[src/rtl/bram_fifo_pkg.sv]
// Shared widths and output-stage sizing for the BRAM-backed FWFT FIFO.
package bram_fifo_pkg;
  localparam int OSTAGE_DEPTH = 2;
  localparam int OCC_W = $clog2(OSTAGE_DEPTH + 1);
  localparam logic [OCC_W-1:0] OSTAGE_FULL = OCC_W'(OSTAGE_DEPTH);

  function automatic int ptr_w(input int aw);
    return aw + 1;
  endfunction

  function automatic int cnt_w(input int aw);
    return aw + 2;
  endfunction
endpackage

[src/rtl/bram_fifo_ostage.sv]
// Two-entry head/skid register that absorbs the BRAM read latency.
module bram_fifo_ostage
  import bram_fifo_pkg::*;
#(
  parameter int DWIDTH = 32
) (
  input  logic              clk,
  input  logic              rst,
  input  logic              pop,
  input  logic              load,
  input  logic [DWIDTH-1:0] din,
  output logic [DWIDTH-1:0] head,
  output logic [OCC_W-1:0]  occ
);
  logic [DWIDTH-1:0] skid;
  logic [OCC_W-1:0]  occ_ap;

  assign occ_ap = occ - {{(OCC_W-1){1'b0}}, pop};

  // Shift first, then the incoming word lands in the first free slot; the
  // later head assignment wins when both shift and load target the head.
  always_ff @(posedge clk or posedge rst) begin
    if (rst) begin
      head <= '0;
      skid <= '0;
      occ  <= '0;
    end else begin
      if (pop) head <= skid;
      if (load) begin
        if (occ_ap == '0) head <= din;
        else              skid <= din;
      end
      occ <= occ_ap + {{(OCC_W-1){1'b0}}, load};
    end
  end
endmodule

[src/rtl/bram_fifo_ctrl.sv]
// First-word-fall-through FIFO controller driving an external simple dual-port BRAM.
module bram_fifo_ctrl
  import bram_fifo_pkg::*;
#(
  parameter int AWIDTH = 9,
  parameter int DWIDTH = 32
) (
  input  logic                clk,
  input  logic                rst,
  input  logic                s_valid,
  output logic                s_ready,
  input  logic [DWIDTH-1:0]   s_data,
  output logic                m_valid,
  input  logic                m_ready,
  output logic [DWIDTH-1:0]   m_data,
  output logic [AWIDTH+1:0]   count,
  output logic                mem_rce,
  output logic [AWIDTH-1:0]   mem_ra,
  input  logic [DWIDTH-1:0]   mem_rq,
  output logic                mem_wce,
  output logic [AWIDTH-1:0]   mem_wa,
  output logic [DWIDTH-1:0]   mem_wd
);
  localparam int PW = ptr_w(AWIDTH);
  localparam int CW = cnt_w(AWIDTH);
  localparam logic [PW-1:0] DEPTH   = {1'b1, {AWIDTH{1'b0}}};
  localparam logic [PW-1:0] PTR_ONE = {{AWIDTH{1'b0}}, 1'b1};

  logic [PW-1:0]    wr_ptr, rd_ptr, mem_cnt;
  logic             inflight;
  logic [OCC_W-1:0] oc, avail;
  logic             push, pop, issue;

  assign mem_cnt = wr_ptr - rd_ptr;
  assign s_ready = ~rst & (mem_cnt != DEPTH);
  assign push    = s_valid & s_ready;
  assign m_valid = (oc != '0);
  assign pop     = m_valid & m_ready;

  // Slots the output stage will hold next cycle; a new read is only worth
  // issuing if one will still be free when its data returns.
  assign avail = oc + {{(OCC_W-1){1'b0}}, inflight} - {{(OCC_W-1){1'b0}}, pop};
  assign issue = ~rst & (mem_cnt != '0) & (avail < OSTAGE_FULL);

  assign mem_wce = push;
  assign mem_wa  = wr_ptr[AWIDTH-1:0];
  assign mem_wd  = s_data;
  assign mem_rce = issue;
  assign mem_ra  = rd_ptr[AWIDTH-1:0];

  assign count = {1'b0, mem_cnt}
               + {{(CW-1){1'b0}}, inflight}
               + {{(CW-OCC_W){1'b0}}, oc};

  always_ff @(posedge clk or posedge rst) begin
    if (rst) begin
      wr_ptr   <= '0;
      rd_ptr   <= '0;
      inflight <= 1'b0;
    end else begin
      if (push)  wr_ptr <= wr_ptr + PTR_ONE;
      if (issue) rd_ptr <= rd_ptr + PTR_ONE;
      inflight <= issue;
    end
  end

  bram_fifo_ostage #(.DWIDTH(DWIDTH)) u_ostage (
    .clk  (clk),
    .rst  (rst),
    .pop  (pop),
    .load (inflight),
    .din  (mem_rq),
    .head (m_data),
    .occ  (oc)
  );
endmodule

[config.mk]
export PLATFORM = sky130hd
export DESIGN_NAME = bram_fifo_ctrl
export DESIGN_NICKNAME = d
export VERILOG_FILES = /design/src/rtl/bram_fifo_pkg.sv /design/src/rtl/bram_fifo_ostage.sv /design/src/rtl/bram_fifo_ctrl.sv
export SDC_FILE = /design/constraint.sdc
export NUM_CORES = 1
export LEC_CHECK = 0
export CAP_MARGIN = 30
export CORE_MARGIN = 1
export CORE_UTILIZATION = 50
export CTS_CLUSTER_DIAMETER = 40
export DETAILED_ROUTE_END_ITERATION = 6
export GPL_TIMING_DRIVEN = 0
export PLACE_DENSITY = 0.84
export SLEW_MARGIN = 0
export SYNTH_ARGS = -nofsm -noshare
export SYNTH_HDL_FRONTEND = slang
export SYNTH_SLANG_ARGS = --single-unit
[constraint.sdc]
create_clock -name clk -period 8.07 [get_ports clk]
set_input_delay 1.2105 -clock clk [delete_from_list [all_inputs] [get_ports clk]]
set_output_delay 1.2105 -clock clk [all_outputs]
set_load 0.01 [all_outputs]
==> reports/metrics.yaml <==
power_and_ir_drop:
  totalPowerFinal_mw: 2.92
  vdd_drop_max_mv: 0.283
  power_density_nw_per_um2: 446
  p_leak_nw: 2.91
clock_network:
  ctsHtreeMaxLevel: 3
  cts.sinks: 87
  hold_buffers: 0
  clockRootBuffer: "clkbuf_8"
  cts_buffers: 9
  clk_latency_ns: 0.35
  cts_tree: "yes"
  clockBufferDepth: 2
  clkTransAtPathRegs_ns: 0.09
  cts_resized: 0
  postCtsSetupRepairBufs: 0
sta:
  timing.final.crit_share_pct: 72.2
  setup_violations: 0
  fmax_mhz: 172
  tightest_slew_ns: 0.773
  skew_ns: 0.0133
  fin_crit_ns: 5.82
  finalSetupTns_ns: 0
  whs_ns: 0.501
  rsz0062_at_grt: "no"
  final-max-slew-violation-count: 0
  slew_headroom_pct: 48.5
  finalHoldViolations: 0
logic_synthesis:
  ys.flop_type: "dfrtp_1"
  seq_area_frac_synth_pct: 45.1
  yosysWarnings: 0
  syn_area_um2: 4830
  synth_edf_count: 0
  synth-seq-cells: 87
  synth_fp_nets: 535
  synth_cell_types: 47
  syn_area_per_cell_um2: 10.7
  async_flop_share_pct: 100
  syn_inst: 450
global_routing:
  grt_usage_pct: 22.4
  grt_use_met1_pct: 26.9
  top_usage_layer: "met2"
  use_met3_pct: 6.75
  met2_usage_pct: 38.7
  grt_max_degree: 75
  grt_pass1_wl_um: 17600
  grt_pass1_vias: 3754
  grt_overflow: 0
  antenna_found_initial: 0
worst_setup_path:
  critPathCaptureType: "output pin"
  startpoint_type: "input pin"
  worstPathCellList: "clkdlybuf4s50_1 > nand2_1 > buf_1 > inv_1 > ha_1 > xnor2_1 > xnor2_1 > a211oi_1 > buf_2 > clkdlybuf4s50_1"
  critical_path.startpoint: "m_ready"
  cp.arrival_ns: 4.61
  cp_max_fo: 11
  r2r-start: "u_ostage.occ[1]"
  cp_data_required_time_ns: 6.86
  path_class: "in2out"
  max_stage_delay_ns: 0.58
  critPathSlowestCell: "buf_1"
floorplanning:
  io_pins: 165
  die_h_um: 100
  fp.dieArea_um2: 10100
  row_count: 35
  die_w_um: 100
  initial_core_util_pct: 52.0
  core_um2: 9280
detailed_routing:
  num_vias: 3704
  first_pass_iters: 4
  wl_um: 10800
  viasPerCell: 5.09
  drc: 0
  post_drt_wl_per_cell_um: 14.9
  drt_iter0_drc: 100
  antenna_left: 0
layout:
  post_layout_nonfiller_instances: 728
  n_antenna_cell: 0
  regArea_um2: 2180
  drive_gt1_share_pct: 18.9
  n_fill_cell: 729
  syn_to_final_growth_pct: 35.4
  layout.nets: 679
  multiInputGateArea_um2: 2130
placed_design:
  dpl.hpwl_um: 8350
  numPortBuffers: 132
  dp_cells: 712
  gp_congestion: 0.852
worst_hold_path:
  hold_start: "rd_ptr[9]"
  hp-class: "reg2reg"
run_status:
  outcome: "finished clean"
job:
  drv_cap: 0
-- per-layer routing --
layer / vias up / wire [um]
li1: 1782 / -
met1: 1791 / 4500
met2: 117 / 5460
met3: 14 / 740
met4: 0 / 129
met5: - / 0
-- worst max-delay path: cells and delay by family --
| family | cells | cell delay, ns |
|---|---|---|
| adder cells (fa/ha/maj) | 1 | 0.21 |
| buffers and inverters | 5 | 1.97 |
| AO/OA/AOI/OAI | 1 | 0.42 |
| AND/OR/NAND/NOR | 1 | 0.24 |
| XOR/XNOR | 2 | 0.55 |
-- path summary, 6_finish.rpt --
check,to,cells after the start,slack [ns]
min reg2reg,rd_ptr[9],1,0.50
min in group asynchronous,wr_ptr[3],2,1.28
max,mem_rce,10,2.25
max in group asynchronous,u_ostage.skid[30],3,6.18
min,rd_ptr[9],1,0.50
max reg2reg,rd_ptr[9],12,4.58
-- layout make-up --
cell class              instances  area share [%]
inverters                      21            1.24
clock buffers                   9            1.89
clock inverters                 7            1.11
repair buffers                133            20.6
well taps                     129            2.47
flip-flops and latches         87            33.3
multi-input cells             277            32.6
plain buffers                  65            6.74
-- power breakdown --
group,leakage [nW],internal (mW),switching [mW]
registers,1.04,0.644,0.142
clock network,0.0970,0.122,0.177
logic,1.78,0.995,0.835
total,2.91,1.76,1.15
-- sequential cells by signal, indices dropped and copies added (netlist names) --
register	count
inflight	1
rd_ptr	10
u_ostage.head	32
u_ostage.occ	2
u_ostage.skid	32
wr_ptr	10
-- placed cells by master (no fill, tap or decap), drive strengths merged, types with 5 or more instances in the layout --
cell type | synthesis | final
buf | 56 | 57
dfrtp | 87 | 87
nand4 | 9 | 9
mux2i | 33 | 33
mux2 | 33 | 33
nand3 | 8 | 8
xor2 | 7 | 7
nor2 | 39 | 39
xnor2 | 29 | 29
inv | 21 | 25
nand2 | 18 | 18
a21oi | 40 | 40
nor3 | 5 | 5
clkbuf | 9 | 18
ha | 14 | 14
and3 | 7 | 7
clkdlybuf4s50 | 0 | 132
-- stage by stage --
stage               utilization (%)  setup slack, ns  cell area, um2
floorplan                         -             3.77            4830
global placement               68.0             2.32            6310
detailed placement             68.3             2.20            6340
CTS                            70.4             2.20            6540
global route                   70.4             2.01            6540
finish                         70.4             2.25            6540
-- cell families (layout without fill, tap and decap cells) --
group | count (synthesis) | in the layout | synth area share, %
AOI/OAI and AO/OA | 58 | 58 | 7.75
xor gates and xnor gates | 36 | 36 | 6.53
adders and majority gates | 17 | 17 | 4.87
buffers and inverters | 86 | 235 | 10.8
DFF | 87 | 87 | 45.1
muxes | 66 | 66 | 14.6
and+or+nand+nor | 100 | 100 | 10.4
-- synth_stat cells, drive strengths merged, types with 5 or more instances --
cell	n	area [um2]
dfrtp	87	2180
buf	56	407
a21oi	40	211
nor2	39	146
mux2	33	375
mux2i	33	330
xnor2	29	254
inv	21	78.8
nand2	18	70.1
ha	14	175
clkbuf	9	33.8
nand4	9	56.3
nand3	8	40.0
and3	7	45.1
xor2	7	61.3
nor3	5	25.0
Power figures use the tool's default switching activity.
